$ cat config.mk
export PLATFORM = sky130hd
export DESIGN_NAME = lpddr_axi_perf_mon
export DESIGN_NICKNAME = d
export VERILOG_FILES = /design/src/rtl/lpddr_pkg.sv /design/src/rtl/lpddr_perf_cnt.sv /design/src/rtl/lpddr_axi_perf_mon.sv
export SDC_FILE = /design/constraint.sdc
export NUM_CORES = 2
export LEC_CHECK = 0
export CORE_MARGIN = 2
export CORE_UTILIZATION = 50
export CTS_CLUSTER_SIZE = 10
export DETAILED_ROUTE_END_ITERATION = 8
export PLACE_DENSITY = 0.68
export RECOVER_POWER = 50
export REMOVE_ABC_BUFFERS = 1
export SETUP_SLACK_MARGIN = 0.1
export SYNTH_ARGS = -nofsm -noshare
export SYNTH_HDL_FRONTEND = slang
export SYNTH_SLANG_ARGS = --single-unit
$ cat constraint.sdc
create_clock -name i_clk -period 62.6 [get_ports i_clk]
set_input_delay 12.52 -clock i_clk [delete_from_list [all_inputs] [get_ports i_clk]]
set_output_delay 12.52 -clock i_clk [all_outputs]
set_load 0.01 [all_outputs]
$ cat src/rtl/lpddr_pkg.sv
// Shared constants and enums for the LPDDR AXI performance monitor.
package lpddr_pkg;

  localparam int LPDDR_PERF_NUM_EVT       = 4;
  localparam int LPDDR_PERF_COUNTER_WIDTH = 32;

  typedef enum logic [1:0] {
    EVT_AW = 2'd0,
    EVT_W  = 2'd1,
    EVT_AR = 2'd2,
    EVT_R  = 2'd3
  } lpddr_evt_e;

  typedef enum logic [1:0] {
    ST_IDLE  = 2'd0,
    ST_RUN   = 2'd1,
    ST_CLOSE = 2'd2
  } lpddr_perf_state_e;

endpackage

$ cat src/rtl/lpddr_perf_cnt.sv
// Single event counter: clear, load-zero-plus-increment, saturating or wrapping
// increment, and a sticky overflow flag.
module lpddr_perf_cnt
  import lpddr_pkg::*;
#(
  parameter int CntW = LPDDR_PERF_COUNTER_WIDTH
) (
  input  logic            i_clk,
  input  logic            i_rst,
  input  logic            i_clear,
  input  logic            i_inc,
  input  logic            i_load,
  input  logic            i_sat_mode,
  output logic [CntW-1:0] o_cnt,
  output logic            o_ovf
);

  logic [CntW-1:0] cnt_q, cnt_d;
  logic            ovf_q, ovf_d;

  always_comb begin
    cnt_d = cnt_q;
    ovf_d = ovf_q;
    if (i_clear) begin
      cnt_d = '0;
      ovf_d = 1'b0;
    end else if (i_load) begin
      // Window restart: the event seen in this cycle belongs to the new window.
      cnt_d = {{(CntW-1){1'b0}}, i_inc};
    end else if (i_inc) begin
      if (&cnt_q) begin
        ovf_d = 1'b1;
        cnt_d = i_sat_mode ? cnt_q : '0;
      end else begin
        cnt_d = cnt_q + CntW'(1);
      end
    end
  end

  always_ff @(posedge i_clk or posedge i_rst) begin
    if (i_rst) begin
      cnt_q <= '0;
      ovf_q <= 1'b0;
    end else begin
      cnt_q <= cnt_d;
      ovf_q <= ovf_d;
    end
  end

  assign o_cnt = cnt_q;
  assign o_ovf = ovf_q;

endmodule

$ cat src/rtl/lpddr_axi_perf_mon.sv
// Windowed AXI handshake counters per port plus a cycle counter; each window
// close copies the live counters into readable shadow registers.
module lpddr_axi_perf_mon
  import lpddr_pkg::*;
#(
  parameter  int NumPorts = 2,
  parameter  int CntW     = LPDDR_PERF_COUNTER_WIDTH,
  parameter  int WinW     = 32,
  localparam int NumCnt   = NumPorts * LPDDR_PERF_NUM_EVT + 1,
  localparam int SelW     = $clog2(NumCnt)
) (
  input  logic                i_clk,
  input  logic                i_rst,
  input  logic                i_enable,
  input  logic                i_clear,
  input  logic                i_snapshot,
  input  logic                i_sat_mode,
  input  logic [WinW-1:0]     i_window_len,
  input  logic [NumPorts-1:0] i_aw_hs,
  input  logic [NumPorts-1:0] i_w_hs,
  input  logic [NumPorts-1:0] i_ar_hs,
  input  logic [NumPorts-1:0] i_r_hs,
  input  logic [SelW-1:0]     i_rd_sel,
  output logic [CntW-1:0]     o_rd_data,
  output logic                o_snap_valid,
  output logic [NumCnt-1:0]   o_ovf,
  output logic                o_busy
);

  lpddr_perf_state_e state_q, state_d;
  logic [WinW-1:0]   win_q, win_d;
  logic              close_hit;
  logic              snap_q, busy_q;
  logic [CntW-1:0]   rd_data_q, rd_data_d;
  logic [CntW-1:0]   shadow_q [NumCnt];
  logic [CntW-1:0]   shadow_d [NumCnt];
  logic [CntW-1:0]   live_cnt [NumCnt];
  logic [NumCnt-1:0] inc_vec;
  logic              counting, load_live;

  assign counting  = (state_q != ST_IDLE);
  assign load_live = (state_q == ST_CLOSE);

  for (genvar gi = 0; gi < NumPorts; gi++) begin : g_port
    assign inc_vec[gi*LPDDR_PERF_NUM_EVT + int'(EVT_AW)] = counting & i_aw_hs[gi];
    assign inc_vec[gi*LPDDR_PERF_NUM_EVT + int'(EVT_W)]  = counting & i_w_hs[gi];
    assign inc_vec[gi*LPDDR_PERF_NUM_EVT + int'(EVT_AR)] = counting & i_ar_hs[gi];
    assign inc_vec[gi*LPDDR_PERF_NUM_EVT + int'(EVT_R)]  = counting & i_r_hs[gi];
  end
  assign inc_vec[NumCnt-1] = counting;

  for (genvar gi = 0; gi < NumCnt; gi++) begin : g_cnt
    lpddr_perf_cnt #(.CntW(CntW)) u_cnt (
      .i_clk      (i_clk),
      .i_rst      (i_rst),
      .i_clear    (i_clear),
      .i_inc      (inc_vec[gi]),
      .i_load     (load_live),
      .i_sat_mode (i_sat_mode),
      .o_cnt      (live_cnt[gi]),
      .o_ovf      (o_ovf[gi])
    );
  end

  // win_q is the index of the current cycle inside the window; the CLOSE cycle
  // is index 0 of the next window, so every window spans i_window_len cycles.
  always_comb begin
    state_d   = state_q;
    win_d     = win_q;
    close_hit = (i_window_len != '0) && (win_q == i_window_len - WinW'(1));
    case (state_q)
      ST_IDLE: begin
        if (i_enable) state_d = ST_RUN;
      end
      ST_RUN: begin
        win_d = win_q + WinW'(1);
        if (!i_enable) begin
          state_d = ST_IDLE;
        end else if (i_snapshot || close_hit) begin
          state_d = ST_CLOSE;
          win_d   = '0;
        end
      end
      ST_CLOSE: begin
        win_d   = WinW'(1);
        state_d = i_enable ? ST_RUN : ST_IDLE;
      end
      default: state_d = ST_IDLE;
    endcase
    if (i_clear) begin
      win_d   = '0;
      state_d = (state_q == ST_CLOSE) ? ST_RUN : state_q;
    end
  end

  always_comb begin
    shadow_d = shadow_q;
    if (i_clear) begin
      shadow_d = '{default: '0};
    end else if (load_live) begin
      shadow_d = live_cnt;
    end
    rd_data_d = '0;
    if (int'(i_rd_sel) < NumCnt) rd_data_d = shadow_q[i_rd_sel];
  end

  always_ff @(posedge i_clk or posedge i_rst) begin
    if (i_rst) begin
      state_q   <= ST_IDLE;
      win_q     <= '0;
      snap_q    <= 1'b0;
      busy_q    <= 1'b0;
      rd_data_q <= '0;
      shadow_q  <= '{default: '0};
    end else begin
      state_q   <= state_d;
      win_q     <= win_d;
      snap_q    <= (state_d == ST_CLOSE);
      busy_q    <= (state_d == ST_RUN);
      rd_data_q <= rd_data_d;
      shadow_q  <= shadow_d;
    end
  end

  assign o_rd_data    = rd_data_q;
  assign o_snap_valid = snap_q;
  assign o_busy       = busy_q;

endmodule

== Yosys cells after proc, flatten, opt, wreduce, memory -nomap -nowiden ==
Index checks and enable logic that the tools add are counted.

* $add $sub $neg: 11
* Multiplexer cells: 90
* Bitwise logic cells: 9
* Equality and inequality tests: 15
* Reduce and logical (&&, ||, !) cells: 61
* $lt $le $gt $ge: 2

{| class="wikitable"
|+ Operator list
! cell !! number
|-
| $mux 32 || 43
|-
| $mux 288 || 2
|-
| $add 32x1->32 const B || 10
|-
| $reduce_and 32->1 || 9
|-
| $bmux 32 s4 || 1
|-
| $pmux 32 s2 || 1
|-
| $reduce_bool 2->1 || 20
|-
| $mux 1 || 37
|-
| $eq 32x32->1 || 1
|-
| $ne 4x4->1 const B || 8
|-
| $reduce_bool 32->1 || 1
|-
| $sub 32x1->32 const B || 1
|-
| $reduce_bool 3->1 || 10
|-
| $reduce_and 3->1 || 9
|-
| $reduce_and 2->1 || 9
|-
| $mux 2 || 5
|-
| $and 1x1->1 || 8
|-
| $pmux 2 s3 || 1
|-
| $ge 5x5->1 const B || 1
|-
| $not 4->5 || 1
|-
| $eq 2x1->1 const B || 2
|-
| $eq 2x2->1 const B || 2
|-
| $lt 4x4->1 const B || 1
|-
| $ne 4x3->1 const B || 1
|-
| other kinds (4) || 4
|}

* Logic and storage cells: 220
* Output and inout bits: 43
* Bits of input ports: 50
* Bits in registers: 653

== Depth between registers and ports, before layout ==
* Depth after elaboration: 9
* Mapped depth: 13
* Depth with buffers taken out: 11

== Cells and area by module ==
Synthesis repeated with hierarchy kept, for this count alone.

* Cell total of the unflattened synthesis: 3890
* Area, all modules: 35544.1 um2

{| class="wikitable"
|+ Modules (own cells, without submodules)
! module !! cells each !! area an instance (um2) !! times used !! seq. area each (um2)
|-
| lpddr_axi_perf_mon || 1868 || 17352.9 || 1 || 8908.5
|-
| lpddr_perf_cnt at g_cnt[0].u_cnt ... || 228 || 2063.2 || 4 || 825.8
|-
| lpddr_perf_cnt at g_cnt[4].u_cnt ... || 221 || 1988.2 || 4 || 825.8
|-
| lpddr_perf_cnt at g_cnt[8].u_cnt || 226 || 1985.7 || 1 || 825.8
|}

== Least setup slack after synthesis ==
No wires, ideal clock.

* Path type: input-to-reg
* From: input port i_window_len[0]
* To: register win_q[10]
* Data required time: 62474 ps
* Stages on the path: 12
* Setup time: 126 ps
* Buffers on the path: 1
* Data arrival time: 15565 ps
* Setup slack: 46909 ps
* Path through: inv_1 > ha_1 > nor3b_1 > nand3_1 > o21ai_0 > or3b_1 > or4_1 > or4_1 > o21ai_2 > buf_4 > a21oi_1 > a221o_1

* Longest elaborated chain between the ends: 8
* Elaborated cells between the ends (all ways): 9
* Classes of those cells: 1 x add/sub; 1 x eq/ne; 4 x mux; 3 x reduce/logical

{| class="wikitable"
|+ RTL lines
! what !! RTL line !! text
|-
| start, declared || lpddr_axi_perf_mon.sv:18 || <nowiki>input logic [WinW-1:0] i_window_len,</nowiki>
|-
| $sub 32x1->32 || lpddr_axi_perf_mon.sv:70 || <nowiki>close_hit = (i_window_len != '0) && (win_q == i_window_len - WinW'(1));</nowiki>
|-
| $eq 32x32->1 || lpddr_axi_perf_mon.sv:70 ||
|-
| $logic_and 1x1->1 * || lpddr_axi_perf_mon.sv:70 ||
|-
| $logic_or 1x1->1 * || lpddr_axi_perf_mon.sv:79 || <nowiki>end else if (i_snapshot || close_hit) begin</nowiki>
|-
| $mux 32 * || lpddr_axi_perf_mon.sv:79 ||
|-
| $mux 32 * || lpddr_axi_perf_mon.sv:77 || <nowiki>if (!i_enable) begin</nowiki>
|-
| $pmux 32 s2 * || lpddr_axi_perf_mon.sv:71 || <nowiki>case (state_q)</nowiki>
|-
| $mux 32 * || lpddr_axi_perf_mon.sv:90 || <nowiki>if (i_clear) begin</nowiki>
|-
| end signal, assigned || lpddr_axi_perf_mon.sv:117 || <nowiki>win_q <= win_d;</nowiki>
|-
| end, declared || lpddr_axi_perf_mon.sv:31 || <nowiki>logic [WinW-1:0] win_q, win_d;</nowiki>
|}

Mark *: on every way between the ends. The rest lies on a longest branch, timed or not.
A chain may end at the register's enable or synchronous reset.

==> flow_summary.toml <==
[route]
routed_wl_um = 92500
vias_per_cell = 6.46
dr.pass1.iters = 5
drtIter0Drc = 2839
drc = 0
drt-wirelength-per-cell_um = 22.8
antenna_left = 0
vias = 26200

[worst_setup_path]
start_kind = "input port"
endpoint_kind = "asynchronous set/reset pin"
arrival_ns = 20.95
crit_top_cell = "buf_4"
r2r-start = "state_q[1]"
r2r_cells = 7
crit_fanout = 114
critPathLaunch = "i_rst"
critPathKind = "in2async"
cp_slowest_cell = "clkbuf_1"
required_ns = 63.23
crit_chain = "dlygate4sd3_1 -> clkinvlp_2 -> clkbuf_1 -> buf_4 -> buf_4"
cpPeakStageDelay_ns = 2.96

[cts]
clock-sinks = 653
cts_tree = "yes"
clkSlewWorstSetupHoldPaths_ns = 0.05
cts_hold_buf = 0
post_cts_resized = 0
root_buffer = "clkbuf_16"
cts_buffer_depth = 3
clock_latency_ns = 0.62
htreeDepth = 3
numCtsBuffers = 77
post_cts_buffers = 0

[power_and_ir_drop]
netSwitchingPower_uw = 224
vdd_ir_drop_max_mv = 0.0206
power_uw = 902
clkPwrFrac = 0.446
sequentialPowerShare = 0.482
combPwrFrac = 0.072
swShare = 0.248
intPower_uw = 678
p_per_area_nw_per_um2 = 25.3
leakage_uw = 0.0153

[grt]
antenna_found_initial = 3
first_global_vias = 24400
grt_overflow = 0
grtUsageTotal = 0.277
grt_pass1_wl_um = 145000
grt_max_degree = 206

[floorplan]
io_pins = 93
die_y_um = 257
core_area_um2 = 63300
initial_utilization = 0.507
die-area_um2 = 66200
std_cell_rows = 92
die_x_um = 257

[layout]
post-route-util = 0.564
num-fill-cells = 5388
ff_latch_area_um2 = 16300
multi_input_area_um2 = 14900
antenna_cells = 0
nets = 3248
areaGrowthSynthToFinish_pct = 11.3
final_layout_size_suffix_gt1_frac = 0.0682
final_cell_mix = "dfrtp_1, o21ai_0, nand2_1"
final_common_cell = "dfrtp_1"

[sta]
whs_ns = 0.494
period_minus_slack_ns = 20.32
clock_skew_ns = 0.0211
slew_viol_final = 822
fin_tns_setup_ns = 0
timing.final.ws_setup_ns = 42.28
fmax_mhz = 49.2
rsz0062_at_grt = "false"
final_hold_viol_count = 0
worstMarginPinSlew_ns = 5.26
slew_headroom = -2.53
finalCritPeriodShare = 0.325
setup_viol = 0

[synth]
syn_inst = 3178
ys.flop_type = "dfrtp_1"
ys_ff_latch = 653
yosys.area.top_type = "dfrtp_1"
synth-edff-count = 0
ys_top_cells_by_area = "dfrtp_1, a22o_1, o21ai_0"
syn-mean-instance-area_um2 = 10.1
synth_async_sr_flop_share = 1.00
synth_cell_types = 74
synth-seq-area-share = 0.509
syn_area_um2 = 32100
synth-warning-count = 0
yosysTopAreaCellShare = 0.509

[min_path]
hold_path_class = "reg2reg"
hp-start = "shadow_q[27]"
hold_depth = 2

[place]
hpwl_um = 63800
io_buffers = 92
dp_slack_ns = 45.18
gp_congestion = 0.927

[run]
maxCapViolations = 15

[status]
failed_checks = "max-capacitance violations, max-slew violations"
status = "complete, but fails checks"
## worst max-delay path, delay by kind of cell
family	cells	cell delay, ns
buf+inv	5	8.23
## power by group through the flow
stage	Sequential [uW]	Clock [uW]	Combinational (uW)
2_1_floorplan	440	0	39.6
3_3_place_gp	441	0	63.8
3_5_place_dp	441	0	65.4
4_1_cts	434	408	65.7
5_1_grt	435	426	72.4
6_report	434	402	65.4
## path summary, 6_finish.rpt
check | end | slack, ns
hold / removal | o_rd_data[27] | 0.49
max in group i_clk | g_cnt[8].u_cnt.o_cnt[23] | 42.76
hold reg to reg | o_rd_data[27] | 0.49
setup / recovery | g_cnt[5].u_cnt.o_cnt[22] | 42.28
min in group asynchronous | g_cnt[0].u_cnt.o_cnt[4] | 13.97
setup reg to reg | g_cnt[8].u_cnt.o_cnt[23] | 55.77
## cell usage after synthesis (all sizes together) (5+ instances only)
master	count
nand4b	7
nor2	297
nor2b	27
o21ai	332
mux2	6
and3	72
o22a	15
buf	33
nor4	30
or3	22
nand4	73
mux4	64
a21oi	83
a21o	5
dfrtp	653
or4	12
a31oi	41
nand2b	14
clkbuf	170
and2	28
xor2	77
nor3	53
o22ai	7
a22o	291
o31ai	64
nor3b	6
or2	14
a211oi	5
a221o	7
and4	28
nand3	134
mux2i	40
xnor2	40
ha	11
o21a	7
inv	33
nand2	309
a21boi	15
o41ai	10
## state kept, by name (all words and copies together), names as in the netlist
name,cells
o_snap_valid,1
state_q,2
g_cnt.u_cnt.o_ovf,9
win_q,32
g_cnt.u_cnt.o_cnt,288
shadow_q,288
o_rd_data,32
o_busy,1
## kinds of logic after synthesis
family,Yosys count,share of synthesized area
mux,110,0.0595
simple gates,1142,0.173
buf+inv,236,0.0289
compound gates,908,0.193
flops,653,0.509
fa+ha+maj,12,0.00460
xor+xnor,117,0.0319
## through the flow
step / std cells / instance area [um^2]
after global placement: 3954 / 33600
after detailed placement: 3954 / 33600
after global routing: 4056 / 35700
after floorplan: 2975 / 31300
after CTS: 4056 / 35800
final: 4056 / 35700
## cell type report
class,count,share of cell area
inverters,33,0.00350
multi-input cells,2289,0.416
clock inverters,5,0.00144
well taps,846,0.0296
clock buffers,97,0.0589
repair buffers,133,0.0328
flip-flops and latches,653,0.457
## routing by layer
layer | track usage | part of all wire
met3 | 0.0548 | 0.088
met4 | 0.102 | 0.035
met5 | 0 | 0.00014
met2 | 0.399 | 0.43
met1 | 0.416 | 0.45
(Power assumes the default switching activity.)
